$ cat src/rtl/rr_variability_monitor.sv
// rr_variability_monitor
// Beat-irregularity detector running on the 1 kHz clk_div domain (1 tick = 1 ms).
// Keeps a circular history of the last DEPTH RR intervals with a running sum, flags
// a beat as irregular when it jumps away from the previous RR (successive test) or
// from the window mean (mean test), tracks irregular beats across the window and
// drives a WARMUP/MONITOR/AF state machine that raises a sustained AF alert.
// Every test looks at the history as it stood before the new beat is inserted.

module rr_variability_monitor #(
  parameter  int RR_W        = 12,
  parameter  int DEPTH       = 8,
  parameter  int DIFF_THRESH = 200,
  parameter  int MEAN_THRESH = 150,
  parameter  int AF_ENTER    = 4,
  parameter  int AF_EXIT     = 1,
  parameter  int CNT_W       = 16,
  localparam int LOG2D       = $clog2(DEPTH)
) (
  input  logic               clk_div,
  input  logic               rst_n,
  input  logic [RR_W-1:0]    rr_interval_ms,
  input  logic               new_rr_pulse,
  input  logic               stats_clr,
  output logic               irreg_flag,
  output logic [CNT_W-1:0]   irreg_count,
  output logic [LOG2D:0]     irreg_in_window,
  output logic [RR_W-1:0]    rr_mean,
  output logic               mean_valid,
  output logic               af_alert,
  output logic [CNT_W-1:0]   af_episodes
);

  // Sum of DEPTH values of RR_W bits each cannot exceed RR_W+LOG2D bits.
  localparam int SUM_W = RR_W + LOG2D;

  localparam logic [RR_W-1:0] DIFF_T    = RR_W'(DIFF_THRESH);
  localparam logic [RR_W-1:0] MEAN_T    = RR_W'(MEAN_THRESH);
  localparam logic [LOG2D:0]  FILL_FULL = (LOG2D + 1)'(DEPTH);
  localparam logic [LOG2D:0]  WIN_ENTER = (LOG2D + 1)'(AF_ENTER);
  localparam logic [LOG2D:0]  WIN_EXIT  = (LOG2D + 1)'(AF_EXIT);

  typedef enum logic [1:0] {
    ST_WARMUP  = 2'd0,
    ST_MONITOR = 2'd1,
    ST_AF      = 2'd2
  } state_t;

  // History and statistics
  logic [RR_W-1:0]  r_buf [DEPTH];
  logic [LOG2D-1:0] r_wr_ptr;
  logic [LOG2D:0]   r_fill;
  logic [SUM_W-1:0] r_sum;
  logic [DEPTH-1:0] r_hist;
  state_t           r_state;

  // Registered outputs
  logic             r_flag;
  logic [CNT_W-1:0] r_count;
  logic [LOG2D:0]   r_win;
  logic [RR_W-1:0]  r_mean;
  logic             r_mean_valid;
  logic             r_af;
  logic [CNT_W-1:0] r_episodes;

  // Decision path (all derived from the pre-insertion state)
  logic             w_accept;
  logic             w_full;
  logic [RR_W-1:0]  w_prev;
  logic [RR_W-1:0]  w_oldest;
  logic [RR_W-1:0]  w_mean_cur;
  logic [RR_W-1:0]  w_dev_prev;
  logic [RR_W-1:0]  w_dev_mean;
  logic             w_succ_hit;
  logic             w_mean_hit;
  logic             w_irreg;
  logic [SUM_W-1:0] w_sum_next;
  logic [LOG2D:0]   w_fill_next;
  logic [LOG2D:0]   w_win_next;
  logic [RR_W-1:0]  w_mean_next;

  // A zero interval is treated as "no measurement"; a clear drops a coincident beat.
  assign w_accept = new_rr_pulse && (rr_interval_ms != '0) && !stats_clr;
  assign w_full   = (r_fill == FILL_FULL);

  // The slot just behind the write pointer holds the last stored RR; the slot at the
  // write pointer holds the oldest one, which is only meaningful once the window is full.
  assign w_prev     = r_buf[r_wr_ptr - LOG2D'(1)];
  assign w_oldest   = w_full ? r_buf[r_wr_ptr] : '0;
  assign w_mean_cur = RR_W'(r_sum >> LOG2D);

  assign w_dev_prev = (rr_interval_ms >= w_prev)     ? (rr_interval_ms - w_prev)
                                                     : (w_prev - rr_interval_ms);
  assign w_dev_mean = (rr_interval_ms >= w_mean_cur) ? (rr_interval_ms - w_mean_cur)
                                                     : (w_mean_cur - rr_interval_ms);

  assign w_succ_hit = (r_fill != '0) && (w_dev_prev > DIFF_T);
  assign w_mean_hit = w_full && (w_dev_mean > MEAN_T);
  assign w_irreg    = w_succ_hit || w_mean_hit;

  assign w_sum_next  = r_sum + SUM_W'(rr_interval_ms) - SUM_W'(w_oldest);
  assign w_fill_next = w_full ? r_fill : (r_fill + 1'b1);

  // The bit leaving the shift register is always 0 until DEPTH beats have been shifted in.
  assign w_win_next  = r_win + (LOG2D + 1)'(w_irreg) - (LOG2D + 1)'(r_hist[DEPTH-1]);
  assign w_mean_next = (w_fill_next == FILL_FULL) ? RR_W'(w_sum_next >> LOG2D) : '0;

  // Accept beats, update history/statistics and step the rhythm state machine.
  always_ff @(posedge clk_div) begin
    if (!rst_n || stats_clr) begin
      // NOTE: the RR buffer is a handful of flops and is cleared here on purpose, so
      // nothing from before a reset or clear can ever leak back in as a "previous" RR.
      for (int i = 0; i < DEPTH; i++) begin
        r_buf[i] <= '0;
      end
      r_wr_ptr     <= '0;
      r_fill       <= '0;
      r_sum        <= '0;
      r_hist       <= '0;
      r_state      <= ST_WARMUP;
      r_flag       <= 1'b0;
      r_count      <= '0;
      r_win        <= '0;
      r_mean       <= '0;
      r_mean_valid <= 1'b0;
      r_af         <= 1'b0;
      r_episodes   <= '0;
    end else begin
      r_flag <= 1'b0;
      if (w_accept) begin
        r_buf[r_wr_ptr] <= rr_interval_ms;
        r_wr_ptr        <= r_wr_ptr + 1'b1;
        r_fill          <= w_fill_next;
        r_sum           <= w_sum_next;
        r_hist          <= {r_hist[DEPTH-2:0], w_irreg};
        r_win           <= w_win_next;
        r_mean          <= w_mean_next;
        r_flag          <= w_irreg;
        if (w_irreg && (r_count != '1)) begin
          r_count <= r_count + 1'b1;
        end

        case (r_state)
          ST_WARMUP: begin
            // Filling the window only arms monitoring; AF can be entered from the next beat.
            if (w_fill_next == FILL_FULL) begin
              r_state      <= ST_MONITOR;
              r_mean_valid <= 1'b1;
            end
          end
          ST_MONITOR: begin
            if (w_win_next >= WIN_ENTER) begin
              r_state <= ST_AF;
              r_af    <= 1'b1;
              if (r_episodes != '1) begin
                r_episodes <= r_episodes + 1'b1;
              end
            end
          end
          ST_AF: begin
            if (w_win_next <= WIN_EXIT) begin
              r_state <= ST_MONITOR;
              r_af    <= 1'b0;
            end
          end
          default: begin
            r_state      <= ST_WARMUP;
            r_mean_valid <= 1'b0;
            r_af         <= 1'b0;
          end
        endcase
      end
    end
  end

  assign irreg_flag      = r_flag;
  assign irreg_count     = r_count;
  assign irreg_in_window = r_win;
  assign rr_mean         = r_mean;
  assign mean_valid      = r_mean_valid;
  assign af_alert        = r_af;
  assign af_episodes     = r_episodes;

endmodule
$ cat config.mk
export PLATFORM = sky130hd
export DESIGN_NAME = rr_variability_monitor
export DESIGN_NICKNAME = d
export VERILOG_FILES = /design/src/rtl/rr_variability_monitor.sv
export SDC_FILE = /design/constraint.sdc
export NUM_CORES = 1
export LEC_CHECK = 0
export ABC_AREA = 1
export BUFFER_PORTS_ARGS = -buffer_cell sky130_fd_sc_hd__buf_2
export CORE_ASPECT_RATIO = 0.75
export CORE_MARGIN = 2
export CORE_UTILIZATION = 45
export DETAILED_ROUTE_END_ITERATION = 16
export MAX_ROUTING_LAYER = met4
export PLACE_DENSITY = 0.69
export SETUP_SLACK_MARGIN = 0.05
export SLEW_MARGIN = 20
export SYNTH_ARGS = -nofsm -noshare
export SYNTH_HDL_FRONTEND = slang
export SYNTH_SLANG_ARGS = --single-unit
$ cat constraint.sdc
create_clock -name clk_div -period 8.1 [get_ports clk_div]
set_input_delay 0.405 -clock clk_div [delete_from_list [all_inputs] [get_ports clk_div]]
set_output_delay 0.405 -clock clk_div [all_outputs]
set_load 0.02 [all_outputs]
==> metrics.log <==
[metrics] result of the run: complete, no violations
[metrics] Post-DP Area: 13700 um^2
[metrics] maximum fanout count along the critical path: 32
[metrics] number of global-route vias before repair: 11100
[metrics] warnings from Yosys: 0
[metrics] Post-Synthesis Cell Area: 13200 um^2
[metrics] count of nets left with antenna violations after detail routing: 0
[metrics] Initial Util: 45.5%
[metrics] via density per instance: 5.37
[metrics] peak supply drop: 160 uV
[metrics] max frequency: 138 MHz
[metrics] worst-margin pin slew: 825 ps
[metrics] largest clock skew in the final design: 22.3 ps
[metrics] Num CTS Buffers: 17
[metrics] worst hold-check slack: 340 ps
[metrics] number of buffers inserted by port buffering: 66
[metrics] Ports: 67
[metrics] post-synthesis cell type count: 48
[metrics] Hold Fails Final Rpt: 0
[metrics] worst reg2reg path depth: 37
[metrics] kind of start point of the critical path: register
[metrics] power density normalized to cell area: 173 nW/um^2
[metrics] largest net degree at the start of global routing: 88
[metrics] number of buffers on the longest clock path: 2
[metrics] asr flop ratio synth: 0%
[metrics] DRC errors left: 0
[metrics] Arrival @ worst endpoint: 7580 ps
[metrics] final period demand of the worst path: 7250 ps
[metrics] cells resized by post-CTS repair: 0
[metrics] worst setup slack after placement: 1010 ps
[metrics] MaxCap Viol Count: 0
[metrics] Overflow after GRT: 0
[metrics] routed length per placed instance: 16.7 um
[metrics] Final Non-Filler Cells: 2305
[metrics] horizontal die dimension: 201 um
[metrics] top-count cell post-synth: sky130_fd_sc_hd__nand2_1
[metrics] net count after synthesis: 1986
[metrics] max-slew violations: 0
[metrics] mean instance size in the synthesized netlist: 7.00 um^2
[metrics] Cells after Synth: 1878
[metrics] dominant cells by area after synthesis: sky130_fd_sc_hd__edfxtp_1 22%, sky130_fd_sc_hd__dfxtp_1 13%, sky130_fd_sc_hd__nand2_1 12%
[metrics] area growth from synthesis to layout: 8.63%
[metrics] Die H: 152 um
[metrics] most common flop cell mapped by yosys: sky130_fd_sc_hd__edfxtp_1
[metrics] Detailed Routing Iterations Pass 1: 6
[metrics] number of H-tree branching levels: 4
[metrics] required time at the worst-slack endpoint: 8430 ps
[metrics] Final GP Congestion: 0.971
[metrics] Worst slew margin: 45.0%
[metrics] post-CTS setup buffers: 0
[metrics] number of nets at the end of the flow: 2008
[metrics] cell type of the slowest stage on the worst timing path: sky130_fd_sc_hd__clkinv_1
[metrics] clock tree from TritonCTS: done
[metrics] Worst Setup Slack, final: 852 ps
[metrics] post-placement cell count: 2273
[metrics] number of enable flip-flop cells after synthesis: 96
[metrics] summed negative setup slack over all endpoints: 0 ps
[metrics] clock-pin slew of the registers on the worst-case setup and hold paths: 80 ps
[metrics] detailed placement HPWL: 27900 um
[metrics] share of final-layout standard cells stronger than drive strength 1: 7.84%
[metrics] share of the clock period used by the worst path: 89.5%
[metrics] number of violations reported at the end of detailed-routing iteration 0: 1412
[metrics] first-pass GRT wire length: 61900 um
[metrics] Total Power Consumption: 2.47 mW
[metrics] floorplan row count: 54
[metrics] Setup Viol. Count Final: 0
[metrics] top cell types by occurrence after synthesis: 436 x sky130_fd_sc_hd__nand2_1, 271 x sky130_fd_sc_hd__inv_1, 212 x sky130_fd_sc_hd__nor2_1
[metrics] unrepaired setup endpoints after global routing: false
[metrics] Die Outline Area: 30600 um^2
[metrics] Crit Path Category: register to register
[metrics] clock network latency to the later pin of the worst-skew pair: 450 ps
[metrics] library cell occupying the most area in the post-synthesis netlist: sky130_fd_sc_hd__edfxtp_1
[metrics] CP peak stage delay: 480 ps
[metrics] CTS Root Cell: sky130_fd_sc_hd__clkbuf_16
[metrics] total track usage: 26.2%
[metrics] Placeable Area: 28900 um^2
[metrics] Routed WL: 38600 um
[metrics] post-layout util: 49.4%
[metrics] nature of the critical path endpoint: register
[metrics] depth of the worst hold-timing path: 4
[metrics] post-synthesis register bit count: 182
[metrics] # hold bufs at CTS: 0
[metrics] Tightest Hold Check Type: input pin to register
[metrics] CTS Sinks: 182
[metrics] most repeated library cell on the critical path: sky130_fd_sc_hd__nand2_1
[metrics] antenna violations before repair: 0
[metrics] sequential area share after synthesis: 35.0%
[metrics] Synth top area share: 21.9%
[metrics] Antenna Cells: 0
[metrics] final non-filler cell area: 14300 um^2
[metrics] LEAKAGE: 6.35 nW
[metrics] via count: 12400
worst max-delay path: cells and delay by family, from the launching register on:
kind / cells / cell delay [ps]
flops: 1 / 390
fa+ha+maj: 4 / 1320
buf+inv: 6 / 1570
simple gates: 21 / 2860
compound gates: 5 / 780
xor+xnor: 1 / 180
routing by layer:
layer  GRT usage [%]  vias to the layer above  part of all wire, %
met5               -                        -                    0
met4            5.99                        0                  1.6
met3            4.16                       45                  7.3
met2            38.5                      489                   44
met1            37.8                     5717                   48
li1                -                     6130                    -
power by group:
part           switching, mW  internal, mW
sequential            0.0192         0.996
combinational          0.432         0.195
clock                  0.415         0.408
layout by cell type, fill, tap and decap left out, types with 5 or more instances in the layout:
master	instances
sky130_fd_sc_hd__xor2_1	24
sky130_fd_sc_hd__nor4_1	8
sky130_fd_sc_hd__o21ai_0	171
sky130_fd_sc_hd__fa_1	17
sky130_fd_sc_hd__inv_2	5
sky130_fd_sc_hd__nor2_1	212
sky130_fd_sc_hd__inv_8	6
sky130_fd_sc_hd__nor3_1	15
sky130_fd_sc_hd__xnor2_1	11
sky130_fd_sc_hd__clkinv_1	17
sky130_fd_sc_hd__nand2_2	6
sky130_fd_sc_hd__buf_2	66
sky130_fd_sc_hd__nand3_2	15
sky130_fd_sc_hd__nand3_1	69
sky130_fd_sc_hd__a21o_1	5
sky130_fd_sc_hd__nand2_1	436
sky130_fd_sc_hd__dfxtp_1	85
sky130_fd_sc_hd__o21ai_1	6
sky130_fd_sc_hd__nand4_1	37
sky130_fd_sc_hd__a21oi_1	161
sky130_fd_sc_hd__o21bai_1	5
sky130_fd_sc_hd__ha_1	75
sky130_fd_sc_hd__o211ai_1	13
sky130_fd_sc_hd__edfxtp_1	96
sky130_fd_sc_hd__inv_1	270
sky130_fd_sc_hd__buf_4	12
sky130_fd_sc_hd__clkbuf_16	17
sky130_fd_sc_hd__a31oi_1	13
cells by family after synthesis:
logic type,Yosys count,share of synthesized area [%]
AO/OA/AOI/OAI,384,15.4
AND/OR/NAND/NOR,819,26.6
adder cells (fa/ha/maj),92,9.72
flip-flops,182,35.0
buffers and inverters,366,11.0
XOR/XNOR,35,2.33
flip-flops by register name, summed over array words and instances (netlist names), 2 cells and up, named ones only:
name             flops
af_episodes         16
rr_mean             12
r_buf               96
r_fill               4
r_sum               15
r_hist               8
r_state              2
irreg_count         16
irreg_in_window      4
r_wr_ptr             3
final timing paths:
| path | startpoint | to | slack (ps) |
|---|---|---|---|
| hold / removal | new_rr_pulse | r_hist[0]$_SDFFE_PP0P_ | 340 |
| setup reg to reg | r_wr_ptr[1]$_SDFFE_PP0P_ | af_episodes[12]$_SDFFE_PP0P_ | 850 |
| setup / recovery | r_wr_ptr[1]$_SDFFE_PP0P_ | af_episodes[12]$_SDFFE_PP0P_ | 850 |
| hold reg to reg | r_hist[4]$_SDFFE_PP0P_ | r_hist[5]$_SDFFE_PP0P_ | 460 |
area by class of cell:
type                    instances  area, um^2
clock buffers                  18         429
clock inverters                14         133
fillers                      2917       14600
inverters                     291        1090
multi-input cells            1330        7120
flip-flops and latches        182        4610
well taps                     392         490
repair buffers                 78         420
(Power assumes the default switching activity.)
